===== src/rtl/fib_pkg.sv =====
// Shared definitions for the Fibonacci sequencer.
// Contents:
//   FIB_W_DEF  default result/datapath width in bits
//   N_W_DEF    default width of the requested index n
//   FIB_MAX_N  largest index whose F(n) fits in FIB_W_DEF bits
//   state_e    sequencer FSM state encoding
package fib_pkg;

    localparam int FIB_W_DEF = 12;
    localparam int N_W_DEF   = 5;
    localparam int FIB_MAX_N = 18;

    typedef enum logic [1:0] {
        IDLE = 2'd0,
        RUN  = 2'd1,
        DONE = 2'd2
    } state_e;

endpackage


===== src/rtl/fib_if.sv =====
// Request/response bundle between a requester and fib_sequencer.
// Signals:
//   start   request to compute F(n)
//   n       requested Fibonacci index
//   busy    sequencer is computing or presenting a result
//   done    one-cycle pulse marking a fresh result
//   result  F(n) mod 2^FIB_W, held until the next accepted request
//   ovf     true F(n) did not fit in FIB_W bits
// Modports: master drives the request, slave is the sequencer side.
interface fib_if
    import fib_pkg::*;
#(
    parameter int FIB_W = FIB_W_DEF,
    parameter int N_W   = N_W_DEF
);

    logic             start;
    logic [N_W-1:0]   n;
    logic             busy;
    logic             done;
    logic [FIB_W-1:0] result;
    logic             ovf;

    modport master (
        output start,
        output n,
        input  busy,
        input  done,
        input  result,
        input  ovf
    );

    modport slave (
        input  start,
        input  n,
        output busy,
        output done,
        output result,
        output ovf
    );

endinterface


===== src/rtl/fib_datapath.sv =====
// prev/cur Fibonacci pair with wrap-around adder and sticky overflow tags.
// Ports:
//   clk, rst   clock and synchronous active-high reset
//   load       start a new sequence: prev=F(0)=0, cur=F(1)=1, tags cleared
//   step       advance one index: prev<=cur, cur<=cur+prev
//   prev       current F(k) mod 2^FIB_W
//   prev_ovf   set when the true F(k) exceeded the register width
module fib_datapath
    import fib_pkg::*;
#(
    parameter int FIB_W = FIB_W_DEF
) (
    input  logic             clk,
    input  logic             rst,
    input  logic             load,
    input  logic             step,
    output logic [FIB_W-1:0] prev,
    output logic             prev_ovf
);

    logic [FIB_W-1:0] prev_q, prev_d;
    logic [FIB_W-1:0] cur_q, cur_d;
    logic             prev_ovf_q, prev_ovf_d;
    logic             cur_ovf_q, cur_ovf_d;
    logic [FIB_W:0]   sum;

    // One extra bit captures the carry out of the wrapping add.
    assign sum = {1'b0, cur_q} + {1'b0, prev_q};

    // Each tag follows its value through the pair; once any term has
    // overflowed, every later term is also too large, so the tag is sticky.
    always_comb begin
        prev_d     = prev_q;
        cur_d      = cur_q;
        prev_ovf_d = prev_ovf_q;
        cur_ovf_d  = cur_ovf_q;
        if (load) begin
            prev_d     = '0;
            cur_d      = FIB_W'(1);
            prev_ovf_d = 1'b0;
            cur_ovf_d  = 1'b0;
        end else if (step) begin
            prev_d     = cur_q;
            cur_d      = sum[FIB_W-1:0];
            prev_ovf_d = cur_ovf_q;
            cur_ovf_d  = cur_ovf_q | prev_ovf_q | sum[FIB_W];
        end
    end

    always_ff @(posedge clk) begin
        if (rst) begin
            prev_q     <= '0;
            cur_q      <= FIB_W'(1);
            prev_ovf_q <= 1'b0;
            cur_ovf_q  <= 1'b0;
        end else begin
            prev_q     <= prev_d;
            cur_q      <= cur_d;
            prev_ovf_q <= prev_ovf_d;
            cur_ovf_q  <= cur_ovf_d;
        end
    end

    assign prev     = prev_q;
    assign prev_ovf = prev_ovf_q;

endmodule


===== src/rtl/fib_sequencer.sv =====
// Computes F(n) iteratively, one datapath step per clock.
// Ports:
//   clk, rst   clock and synchronous active-high reset
//   bus        fib_if slave: start/n request in, busy/done/result/ovf out
// A request is accepted only in IDLE; done pulses n+1 cycles after the
// accepting edge and the FSM is back in IDLE one cycle later.
module fib_sequencer
    import fib_pkg::*;
#(
    parameter int FIB_W = FIB_W_DEF,
    parameter int N_W   = N_W_DEF
) (
    input  logic  clk,
    input  logic  rst,
    fib_if.slave  bus
);

    state_e           state_q, state_d;
    logic [N_W-1:0]   cnt_q, cnt_d;
    logic             load;
    logic             step;
    logic [FIB_W-1:0] prev;
    logic             prev_ovf;

    fib_datapath #(
        .FIB_W (FIB_W)
    ) u_datapath (
        .clk      (clk),
        .rst      (rst),
        .load     (load),
        .step     (step),
        .prev     (prev),
        .prev_ovf (prev_ovf)
    );

    // cnt counts remaining steps; the RUN cycle that finds it at zero is
    // the extra cycle that moves to DONE without touching the datapath.
    always_comb begin
        state_d = state_q;
        cnt_d   = cnt_q;
        load    = 1'b0;
        step    = 1'b0;
        case (state_q)
            IDLE: begin
                if (bus.start) begin
                    cnt_d   = bus.n;
                    load    = 1'b1;
                    state_d = RUN;
                end
            end
            RUN: begin
                if (cnt_q != '0) begin
                    step  = 1'b1;
                    cnt_d = cnt_q - N_W'(1);
                end else begin
                    state_d = DONE;
                end
            end
            DONE: begin
                state_d = IDLE;
            end
            default: begin
                state_d = IDLE;
            end
        endcase
    end

    always_ff @(posedge clk) begin
        if (rst) begin
            state_q <= IDLE;
            cnt_q   <= '0;
        end else begin
            state_q <= state_d;
            cnt_q   <= cnt_d;
        end
    end

    assign bus.busy   = (state_q != IDLE);
    assign bus.done   = (state_q == DONE);
    assign bus.result = prev;
    assign bus.ovf    = prev_ovf;

endmodule


===== src/flat_wrapper.sv =====
// flat-port wrapper written by rule: the top's interface ports become plain ports
module fib_sequencer_flat import fib_pkg::*;
#(
    parameter int FIB_W = FIB_W_DEF,
    parameter int N_W   = N_W_DEF
)
  (clk, rst, bus_start, bus_n, bus_busy, bus_done, bus_result, bus_ovf);
  fib_if #(.FIB_W(FIB_W), .N_W(N_W)) bus_i ();
  input  logic clk;
  input  logic rst;
  input wire logic [$bits(bus_i.start)-1:0] bus_start;
  input wire logic [$bits(bus_i.n)-1:0] bus_n;
  output wire logic [$bits(bus_i.busy)-1:0] bus_busy;
  output wire logic [$bits(bus_i.done)-1:0] bus_done;
  output wire logic [$bits(bus_i.result)-1:0] bus_result;
  output wire logic [$bits(bus_i.ovf)-1:0] bus_ovf;
  assign bus_i.start = bus_start;
  assign bus_i.n = bus_n;
  assign bus_busy = bus_i.busy;
  assign bus_done = bus_i.done;
  assign bus_result = bus_i.result;
  assign bus_ovf = bus_i.ovf;
  fib_sequencer #(.FIB_W(FIB_W), .N_W(N_W)) u_core (.clk(clk), .rst(rst), .bus(bus_i));
endmodule

===== config.mk =====
export PLATFORM = sky130hd
export DESIGN_NAME = fib_sequencer_flat
export DESIGN_NICKNAME = d
export VERILOG_FILES = /design/src/rtl/fib_pkg.sv /design/src/rtl/fib_if.sv /design/src/rtl/fib_datapath.sv /design/src/rtl/fib_sequencer.sv /design/src/flat_wrapper.sv
export SDC_FILE = /design/constraint.sdc
export NUM_CORES = 1
export LEC_CHECK = 0
export BUFFER_PORTS_ARGS = -buffer_cell sky130_fd_sc_hd__buf_2
export CORE_AREA = 5 5 83 47
export DETAILED_ROUTE_END_ITERATION = 12
export DIE_AREA = 0 0 88 52
export PLACE_DENSITY = 0.82
export SLEW_MARGIN = 0
export SYNTH_ARGS = -nofsm -noshare
export SYNTH_HDL_FRONTEND = slang
export SYNTH_SLANG_ARGS = --single-unit

===== constraint.sdc =====
create_clock -name clk -period 4.7 [get_ports clk]
set_input_delay 0.47 -clock clk [delete_from_list [all_inputs] [get_ports clk]]
set_output_delay 0.47 -clock clk [all_outputs]
set_load 0.03 [all_outputs]

==> metrics.txt <==
period utilization ~51%; post-layout instance area between 2000 and 2500 µm²; Rows 15; hold_buf cts 0; Port Buffers 22; initial core utilization approximately 57%; clk_lat worst skew roughly 0.29 ns; MaxCap Viol Count 0; Die Height approximately 52 µm; DRC viols 0; Hold Crit Depth 2; DP Area between 1500 and 2000 µm²; drt pass-1 iters 4; number of I/O pins 23; Max FO, Critical Path 27; clock sink count 33; ys flop type dfxtp_1; Post-synth ARST share 0%; first-pass GRT wire length 7.13 mm; Yosys reg bits 33; Seq/Total Area, Yosys between 30% and 40%; Slew @ Worst Pin approximately 0.93 ns; clk_skew roughly 0.006 ns; critical path arrival 2.56 ns; full die area roughly 4600 µm²; antenna cell count 0; DP Wirelength slightly below 3 mm; CTS tree built; reg2reg setup slack between 2 and 2.5 ns; top cell type's share of synthesized area a little over a third; fin cells approximately 290; worst hold path startpoint rst; Hold WC Path Type in2reg; count of different cell masters after synthesis between 40 and 50; Syn Area/Cell between 8 and 9 µm²; Rel. slew slack a little under two fifths; Clock Pin Slew Worst Setup and Hold Paths ~0.070 ns; First DRT Iteration DRCs 70; count leader, synth nand2_1; post-CTS resize count 0; vias in the first global route about 1500; top post-synthesis cells by area dfxtp_1 (37%), a21oi_1 (9.1%), nand2_1 (9.1%); EDFF count, synth 0; DP Cell Count about 280; initial antenna violation count 0; Reg-to-Reg Start u_core.cnt_q[0]; max-slew violation count 0; Final Routed Wirelength slightly above 4 mm; length in cells of the worst reg-to-reg path 6; Final min period around 2.4 ns; crit start category flop; Worst EP required between 4 and 5 ns; reg2reg end u_core.u_datapath.cur_q[9]; CP startpoint u_core.cnt_q[0]; chip width roughly 90 µm; Post-Syn Nets about 250; Final setup violation count 0; setup TNS 0 ns; most instantiated cells after synthesis nand2_1 (44), a21oi_1 (33), dfxtp_1 (33); Worst Setup End Kind flop; drt wl/cell 14.3 µm; core area approximately 3200 µm²; Post-Place Setup Slack 2.35 ns; H-tree Lvls 2; Routed Antenna Nets 0; gr ovfl total 0; Pwr Density 304 nW/µm²; kind of critical path reg2reg; Synth Instances ~220; GR Util All Layers around a fifth; Leakage 0.852 nW; Fillers between 200 and 300; Max Freq about 0.42 GHz; layout cell share with drive strength beyond 1 about 16%; DR vias between 1500 and 2000; mapped cell area 1810 µm²; VDD IR max approximately 0.17 mV; Hold Vio Cnt, Final 0; nets between 200 and 300; largest area contributor in the netlist dfxtp_1; worst hold slack 0.461 ns; Final GP Congestion roughly 0.89; buffer count from post-CTS setup fixing 0; final worst setup slack between 2 and 2.5 ns; area grow syn2layout 10.9%; TritonCTS Buffers 5; status finished, final reports clean; Max Buffers Root-to-Sink 2; root buffer cell clkbuf_8; pin count of the biggest net entering global routing 28; Ys Warns 0; worst hold endpoint u_core.cnt_q[3]; vias per cell approximately 5.8; setup repair after global routing missed its margin no
## metal layers
metal | global-route usage, % | up-vias | routed length, µm
li1 | - | 834 | -
met1 | 28.7 | 751 | 2110
met2 | 28.2 | 57 | 1600
met3 | 6.96 | 10 | 313
met4 | 7.65 | 0 | 77
met5 | 0 | - | 0
## critical path: stages, from the launching register on
cell and delay, ns:
dfxtp_1 0.33, inv_1 0.07, ha_1 0.19, nor4b_1 0.39
or2_1 0.78, nor2_1 0.18, a32o_1 0.31
## sequential cells by signal, indices dropped and copies added (netlist names)
signal,count
u_core.u_datapath.cur_q,12
u_core.cnt_q,5
u_core.u_datapath.cur_ovf_q,1
u_core.u_datapath.prev,12
u_core.state_q,2
u_core.u_datapath.prev_ovf,1
## power by group
part	switching (mW)	total [mW]	internal (mW)
logic	0.0703	0.104	0.0340
clock network	0.105	0.207	0.102
registers	0.00879	0.298	0.290
total	0.184	0.610	0.426
## cells in the final DEF (no fill, tap or decap), types with 2 or more instances in the layout
cell type / n
inv_1: 3
nor2_1: 15
clkinv_2: 2
o211ai_1: 2
ha_1: 13
nand3_1: 7
o22ai_1: 2
o21ai_0: 5
a21oi_1: 33
a211oi_1: 6
nand2_1: 44
nor3_1: 6
and3_1: 2
xor2_1: 2
clkbuf_8: 5
mux2i_1: 2
a21o_1: 3
nand4_1: 3
xnor2_1: 3
buf_4: 2
nand2b_1: 2
dfxtp_1: 33
or4_1: 2
buf_2: 22
or3_1: 2
## worst max-delay path by stage
stage | to | slack [ns] | depth (start not counted)
after floorplan | u_core.u_datapath.cur_ovf_q | 2.50 | 7
after global placement | u_core.u_datapath.cur_ovf_q | 2.49 | 7
after detailed placement | u_core.u_datapath.cur_q[9] | 2.35 | 6
after CTS | u_core.u_datapath.cur_q[9] | 2.33 | 6
after global routing | u_core.u_datapath.cur_q[9] | 2.01 | 6
final | u_core.u_datapath.cur_q[9] | 2.33 | 6
## cell families after synthesis
logic type      after synthesis  synth area share [%]
xor+xnor                      5                  2.42
fa+ha+maj                    14                  10.1
buf+inv                      14                  4.08
simple gates                 92                  23.7
mux                           3                  1.73
compound gates               63                  21.4
flops                        33                  36.5
## per-stage QoR
stage	power (mW)	util [%]
floorplan	0.387	-
global placement	0.404	60.6
detailed placement	0.408	60.6
CTS	0.616	63.2
global route	0.643	63.2
finish	0.610	63.2
## layout make-up
class / count / area, µm² / area share, %
multi-input combinational: 177 / 1070 / 53.5
tap: 42 / 52.6 / 2.62
clock inverter: 2 / 10.0 / 0.499
inverter: 3 / 11.3 / 0.561
sequential: 33 / 661 / 32.9
clock buffer: 6 / 72.6 / 3.62
timing repair buffer: 24 / 125 / 6.24
(Power assumes the default switching activity.)
